`config.mk`:
```
export PLATFORM = sky130hd
export DESIGN_NAME = base10_up_counter
export DESIGN_NICKNAME = d
export VERILOG_FILES = /design/src/rtl/base10_up_counter_pkg.sv /design/src/rtl/base10_up_counter_digit.sv /design/src/rtl/base10_up_counter.sv
export SDC_FILE = /design/constraint.sdc
export NUM_CORES = 1
export LEC_CHECK = 0
export BUFFER_PORTS_ARGS = -buffer_cell sky130_fd_sc_hd__buf_2
export CORE_AREA = 2 2 39 41
export CTS_BUF_LIST = sky130_fd_sc_hd__clkbuf_16
export DETAILED_ROUTE_END_ITERATION = 8
export DIE_AREA = 0 0 41 43
export MAX_ROUTING_LAYER = met4
export SETUP_SLACK_MARGIN = 0.02
export SYNTH_ARGS = -nofsm -noshare
export SYNTH_HDL_FRONTEND = slang
export SYNTH_SLANG_ARGS = --single-unit
```
`constraint.sdc`:
```
create_clock -name clock -period 1.32 [get_ports clock]
set_input_delay 0.33 -clock clock [delete_from_list [all_inputs] [get_ports clock]]
set_output_delay 0.33 -clock clock [all_outputs]
set_load 0.005 [all_outputs]
```
`src/rtl/base10_up_counter_pkg.sv`:
```
// Shared constants and the digit type for the cascaded BCD up-counter.
package base10_up_counter_pkg;
  localparam int DIGIT_W = 4;
  localparam logic [3:0] DIGIT_MAX = 4'd9;

  typedef logic [DIGIT_W-1:0] bcd_digit_t;

  // Codes 10..15 fold to 0 together with the normal 9 -> 0 wrap.
  function automatic bcd_digit_t bcd_next(input bcd_digit_t cur);
    return (cur >= DIGIT_MAX) ? bcd_digit_t'(0) : bcd_digit_t'(cur + 1'b1);
  endfunction
endpackage

```
`src/rtl/base10_up_counter_digit.sv`:
```
// One BCD digit: counts on ei_in, passes carry on eu_out when at 9.
// BASE10_UP_COUNTER_LOAD_EN adds a parallel load with priority over counting.
module bcd_digit_cell
  import base10_up_counter_pkg::*;
(
  input  logic       clock,
  input  logic       reset,
  input  logic       ei_in,
`ifdef BASE10_UP_COUNTER_LOAD_EN
  input  logic       ld,
  input  bcd_digit_t d,
`endif
  output logic       eu_out,
  output bcd_digit_t q
);
  always_ff @(posedge clock or posedge reset) begin
    if (reset)
      q <= '0;
`ifdef BASE10_UP_COUNTER_LOAD_EN
    else if (ld)
      q <= d;
`endif
    else if (ei_in)
      q <= bcd_next(q);
  end

  // Illegal codes never equal 9, so they never propagate a carry.
  assign eu_out = ei_in & (q == DIGIT_MAX);
endmodule

```
`src/rtl/base10_up_counter.sv`:
```
// Cascaded DIGITS-wide BCD up-counter with enable in (ei) and carry out (eu).
// Define BASE10_UP_COUNTER_LOAD_EN to add the ld/d parallel load ports.
module base10_up_counter
  import base10_up_counter_pkg::*;
#(
  parameter int DIGITS = 1
) (
  input  logic                      clock,
  input  logic                      reset,
  input  logic                      ei,
`ifdef BASE10_UP_COUNTER_LOAD_EN
  input  logic                      ld,
  input  logic [DIGIT_W*DIGITS-1:0] d,
`endif
  output logic                      eu,
  output logic [DIGIT_W*DIGITS-1:0] q3_q0
);
  logic [DIGITS:0] carry;

  assign carry[0] = ei;

  for (genvar k = 0; k < DIGITS; k++) begin : g_digit
    bcd_digit_cell u_cell (
      .clock  (clock),
      .reset  (reset),
      .ei_in  (carry[k]),
`ifdef BASE10_UP_COUNTER_LOAD_EN
      .ld     (ld),
      .d      (d[DIGIT_W*k +: DIGIT_W]),
`endif
      .eu_out (carry[k+1]),
      .q      (q3_q0[DIGIT_W*k +: DIGIT_W])
    );
  end

`ifdef BASE10_UP_COUNTER_LOAD_EN
  assign eu = carry[DIGITS] & ~ld;
`else
  assign eu = carry[DIGITS];
`endif
endmodule

```
* Yosys cells after proc, flatten, opt, wreduce, memory -nomap -nowiden
Cells that the tools add are included.
** Storage, ports and cells
- Bits in registers :: 4
- Latch bits :: 0
- Bits in writable memories :: 0
- Memory bits (read-only) :: 0
- Bits of input ports :: 3
- Output and inout bits :: 5
- Memories :: 0
** Operators by class
- $add $sub $neg :: 1
- Multiply operators :: 0
- Divide/modulo/power cells :: 0
- $lt $le $gt $ge :: 1
- Equality and inequality tests :: 1
- Shift operators :: 0
- Muxes and demuxes :: 1
- Bitwise gates (word level) :: 1
- Reductions and logical operators :: 0
** Operators by type and width (count)
- 4-bit by 1-bit adder with 4-bit output (second input constant) :: 1
- 4-bit == test (second input constant) :: 1
- 4-bit greater-or-equal comparator (second input constant) :: 1
- 4-bit 2-to-1 mux :: 1
- 1-bit bitwise AND :: 1

* Longest topological paths before layout
- Depth in word-level cells :: 2
- Gate-level depth with buffers :: 5
- Gate-level depth less buffers :: 5

* Least setup slack after synthesis
Ideal clock, no wire load.
- Path type :: register to output
- Start point :: register g_digit[0].u_cell.q[0]
- End point :: output port eu
- Data arrival time :: 0.861 ns
- Setup slack :: 0.129 ns
- Cell stages (with the launch flop) :: 3
- Path buffers :: 0
- Cells stage by stage :: dfrtp_1 > ha_1 > and4b_1
** On the way
- Longest elaborated chain between the ends :: 2
** RTL lines
- start: declaration :: RTL line base10_up_counter_digit.sv:14 : output bcd_digit_t q
- start signal: assignment :: RTL line base10_up_counter_digit.sv:24 : q <= bcd_next(q);
- 4-bit == test :: RTL line base10_up_counter_digit.sv:28 : assign eu_out = ei_in & (q == DIGIT_MAX);
- 1-bit bitwise AND :: RTL line base10_up_counter_digit.sv:28
- end: declaration :: RTL line base10_up_counter.sv:15 : output logic eu,
No other way between the ends.

* Worst setup path in the final report
Same ends and word-level chain as after synthesis.

==> results.md <==
- The met1 capacity usage during global routing is 0.101.
- The combined area of the multi-input logic cells is 135 um2.
- The arrival time of the worst setup path is 1.10 ns.
- Synthesis produced 25 cells.
- The cell with the biggest individual delay on the critical path is dfrtp_1.
- The post-layout net count is 48.
- The number of placement rows is 14.
- Routability-driven placement finished with a final weighted congestion of 0.624.
- The final number of max-transition violations was 0.
- The first global-routing pass estimated 917 um of wire.
- Sorting the synthesized cells by area gives the leading types as dfrtp_1, ha_1, inv_1.
- The synthesis-stage register bit count is 4.
- The final critical delay including setup and external delays is 1.43 ns.
- In this run the count of I/O pins placed on the die edge is 8.
- The later pin in the worst-skew pair is clocked with a latency of 0.23 ns.
- TritonCTS created 3 clock buffers.
- TritonCTS built the clock tree.
- The floorplan step defined a die boundary enclosing 0.00176 mm2.
- The relative slew slack is 0.887.
- The largest fanout on the critical path is 3.
- The sum of negative setup slack is -0.125 ns.
- The initial antenna violation count is 0.
- The class of the worst hold path is in2reg.
- The register with the most flip-flops is g_digit.u_cell.q.
- After detailed routing, the number of remaining DRC violations is 0.
- The die outline height is 43 um.
- The remaining global-route overflow is 0.
- The clock passes through at most 2 buffers.
- The kind of cell adding the most delay to the critical path is flip-flops.
- The synthesis warning total is 0.
- The area of all sequential standard cells is 100 um2.
- Together, buffers and inverters on the worst path number 1.
- The net count of the mapped netlist is 31.
- The average cell area after synthesis is 9.71 um2.
- The antenna diode count is 0.
- The mapped netlist covers 243 um2.
- The area share of the leading cell type in the synthesized netlist is 0.412.
- The maximum ir drop on the vdd rail is 0.905 mV.
- For this run, the top clock speed supported by timing is 0.698 GHz.
- The proportion of layout cells with a drive suffix above 1 is 0.425.
- The CTS root buffer is clkbuf_16.
- The number of hold violations in the final report is 0.
- The post-layout utilization of the core is 0.316.
- The tool flagged a number of max-cap violations equal to 0.
- For this design the static power due to leakage is 0.224 nW.
- Port buffering added 7 buffers.
- The signal on the critical path passes through ha_4 -> and4b_1 -> buf_2.
- CTS built an H-tree with a depth of 1.
- The placeable core region is 0.00138 mm2.
- The fraction of the cycle the final worst path needs is 1.09.
- The kind of capture point of the worst setup path is a primary output.
- The instance area after placement is 308 um2.
- The pre-antenna-repair detailed-routing pass consisted of 4 iterations.
- Clock tree synthesis found a total of 4 sinks.
- The via count of the first global-routing pass is 224.
- Of all flip-flops after synthesis, the portion carrying an async set or reset was 1.00.
- Once detail routing completed, the nets flagged for antenna violations numbered 0.
- Fill cells in the final layout number 151.
- In this run, distinct cell masters in the synthesized netlist total 13.
- The run finished, with violations left.
- In the post-route analysis, the smallest setup slack over all paths is -0.113 ns.
- For this run, global-route usage on met3 was measured as 0.0314.
- The category of the most critical setup path is reg2out.
- The mean routed wirelength per cell is 9.68 um.
- The register with the most flip-flops in the layout has 4 of them.
- The most common flop cell mapped by yosys is dfrtp_1.
- In the final layout, the registers with the most flip-flops are g_digit.u_cell.q: 4 flops.
- With fillers left out, the area of the finished cells amounts to 438 um2.
- In the routed layout, each cell is associated on average with a via count of 3.98.
- The starting DRC count in detailed routing is 4.
- In this run the horizontal extent of the chip is 41 um.
- In this design, the stage delay of the slowest critical-path cell is 0.40 ns.
- The power per unit of standard cell area is 2730 mW/mm2.
- The biggest area contributor in the post-synthesis netlist is dfrtp_1.
- The worst slack at placement is 0.0510 ns.
- The layout overhead on the synthesized area is 80.4%.
- The global routing's busiest layer is met1.
- Setup repair after global routing could not meet its margin everywhere.
- For this configuration, the core starts out at a cell density of 0.175.
- After clock tree synthesis, the clock-pin slew on the worst setup and hold paths is 0.03 ns.
- The final setup skew is 0.00144 ns.
- The overall power consumption is 0.00120 W.
- The synthesized design contains 0 enable-type register cells.
- The final reports fail on negative setup slack.
- At the pin with the least slew margin, the transition time is 0.168 ns.
- The proportion of synthesized chip area in sequential cells is 0.412.
- The final HPWL from detailed placement is 387 um.
- For this block, the via count after detailed routing is 223.
- The routing usage on met2 is 0.0938.
- The maximum number of pins on one net before global-route repair is 8.
- Across every metal layer, demand over resource in global routing totals 0.0848.
- The worst setup path is launched from a flop.
- The routed design has 542 um of wire.
- Ranked by instance count, the synthesized netlist is headed by dfrtp_1, inv_1, nor2_1.
- STA puts the critical path data required time at 0.99 ns.
- Setup violations remaining at the end of the flow were counted as 2.
-- final cells by class --
class / count / share of cell area
Inverter: 4 / 0.0343
Multi-Input combinational cell: 16 / 0.309
Tap cell: 16 / 0.0457
Timing Repair Buffer: 13 / 0.211
Sequential cell: 4 / 0.229
Clock buffer: 3 / 0.171
-- worst paths after layout --
| kind | to | slack, ns | startpoint | depth (start not counted) |
|---|---|---|---|---|
| max in group asynchronous | g_digit[0].u_cell.q[2] | 0.65 | reset | 3 |
| max | eu | -0.11 | g_digit[0].u_cell.q[0] | 3 |
| min reg2reg | g_digit[0].u_cell.q[2] | 0.59 | g_digit[0].u_cell.q[2] | 1 |
| max reg2reg | g_digit[0].u_cell.q[2] | -0.01 | g_digit[0].u_cell.q[0] | 6 |
| min | g_digit[0].u_cell.q[0] | 0.48 | ei | 3 |
| min in group asynchronous | g_digit[0].u_cell.q[0] | 0.53 | reset | 3 |
-- routing by layer --
metal,routed length (um),vias to the layer above
li1,-,114
met1,251,99
met2,227,8
met3,41,2
met4,21,0
met5,0,-
-- kinds of logic after synthesis --
logic type / Yosys count / share of synthesized area
AOI/OAI and AO/OA: 5 / 0.155
xor gates and xnor gates: 1 / 0.0361
adders and majority gates: 3 / 0.155
buffers and inverters: 5 / 0.0824
DFF: 4 / 0.412
muxes: 1 / 0.0412
and+or+nand+nor: 6 / 0.119
-- layout by cell type (no fill, tap or decap) --
master	count
a41oi_1	1
mux2i_1	1
o311a_1	1
clkbuf_16	3
ha_4	1
dlygate4sd3_1	1
buf_2	6
o21ai_0	2
inv_2	1
ha_1	2
nand2_1	1
buf_4	4
nor2_1	4
dfrtp_1	4
inv_1	3
a22o_1	1
and4b_1	1
xnor2_1	1
buf_6	2
-- metrics by stage --
step / hold WS (ns) / cells
2_1_floorplan: 0.0961 / 25
6_report: 0.484 / 56
3_3_place_gp: 0.220 / 49
3_5_place_dp: 0.220 / 49
4_1_cts: 0.470 / 54
5_1_grt: 0.501 / 56
-- worst register-to-register path, cell delays in order (launching register included) --
cell and delay (ns):
dfrtp_1 0.40, buf_4 0.16, buf_4 0.14, ha_1 0.19, nand2_1 0.06, nor2_1 0.04, a22o_1 0.23
-- power breakdown --
group | internal, W | switching (W) | leakage [nW]
clock | 0.000387 | 0.0000872 | 0.0370
combinational | 0.000279 | 0.000199 | 0.138
sequential | 0.000183 | 0.0000611 | 0.0497
total | 0.000849 | 0.000348 | 0.224
-- timing repair --
action	in CTS	in global routing
hold buffers	1	0
endpoints found under the setup margin	1	5
pin swaps	1	3
hold endpoints to repair	4	0
buffers inserted	1	2
resized for setup	3	2
Power figures use the tool's default switching activity.
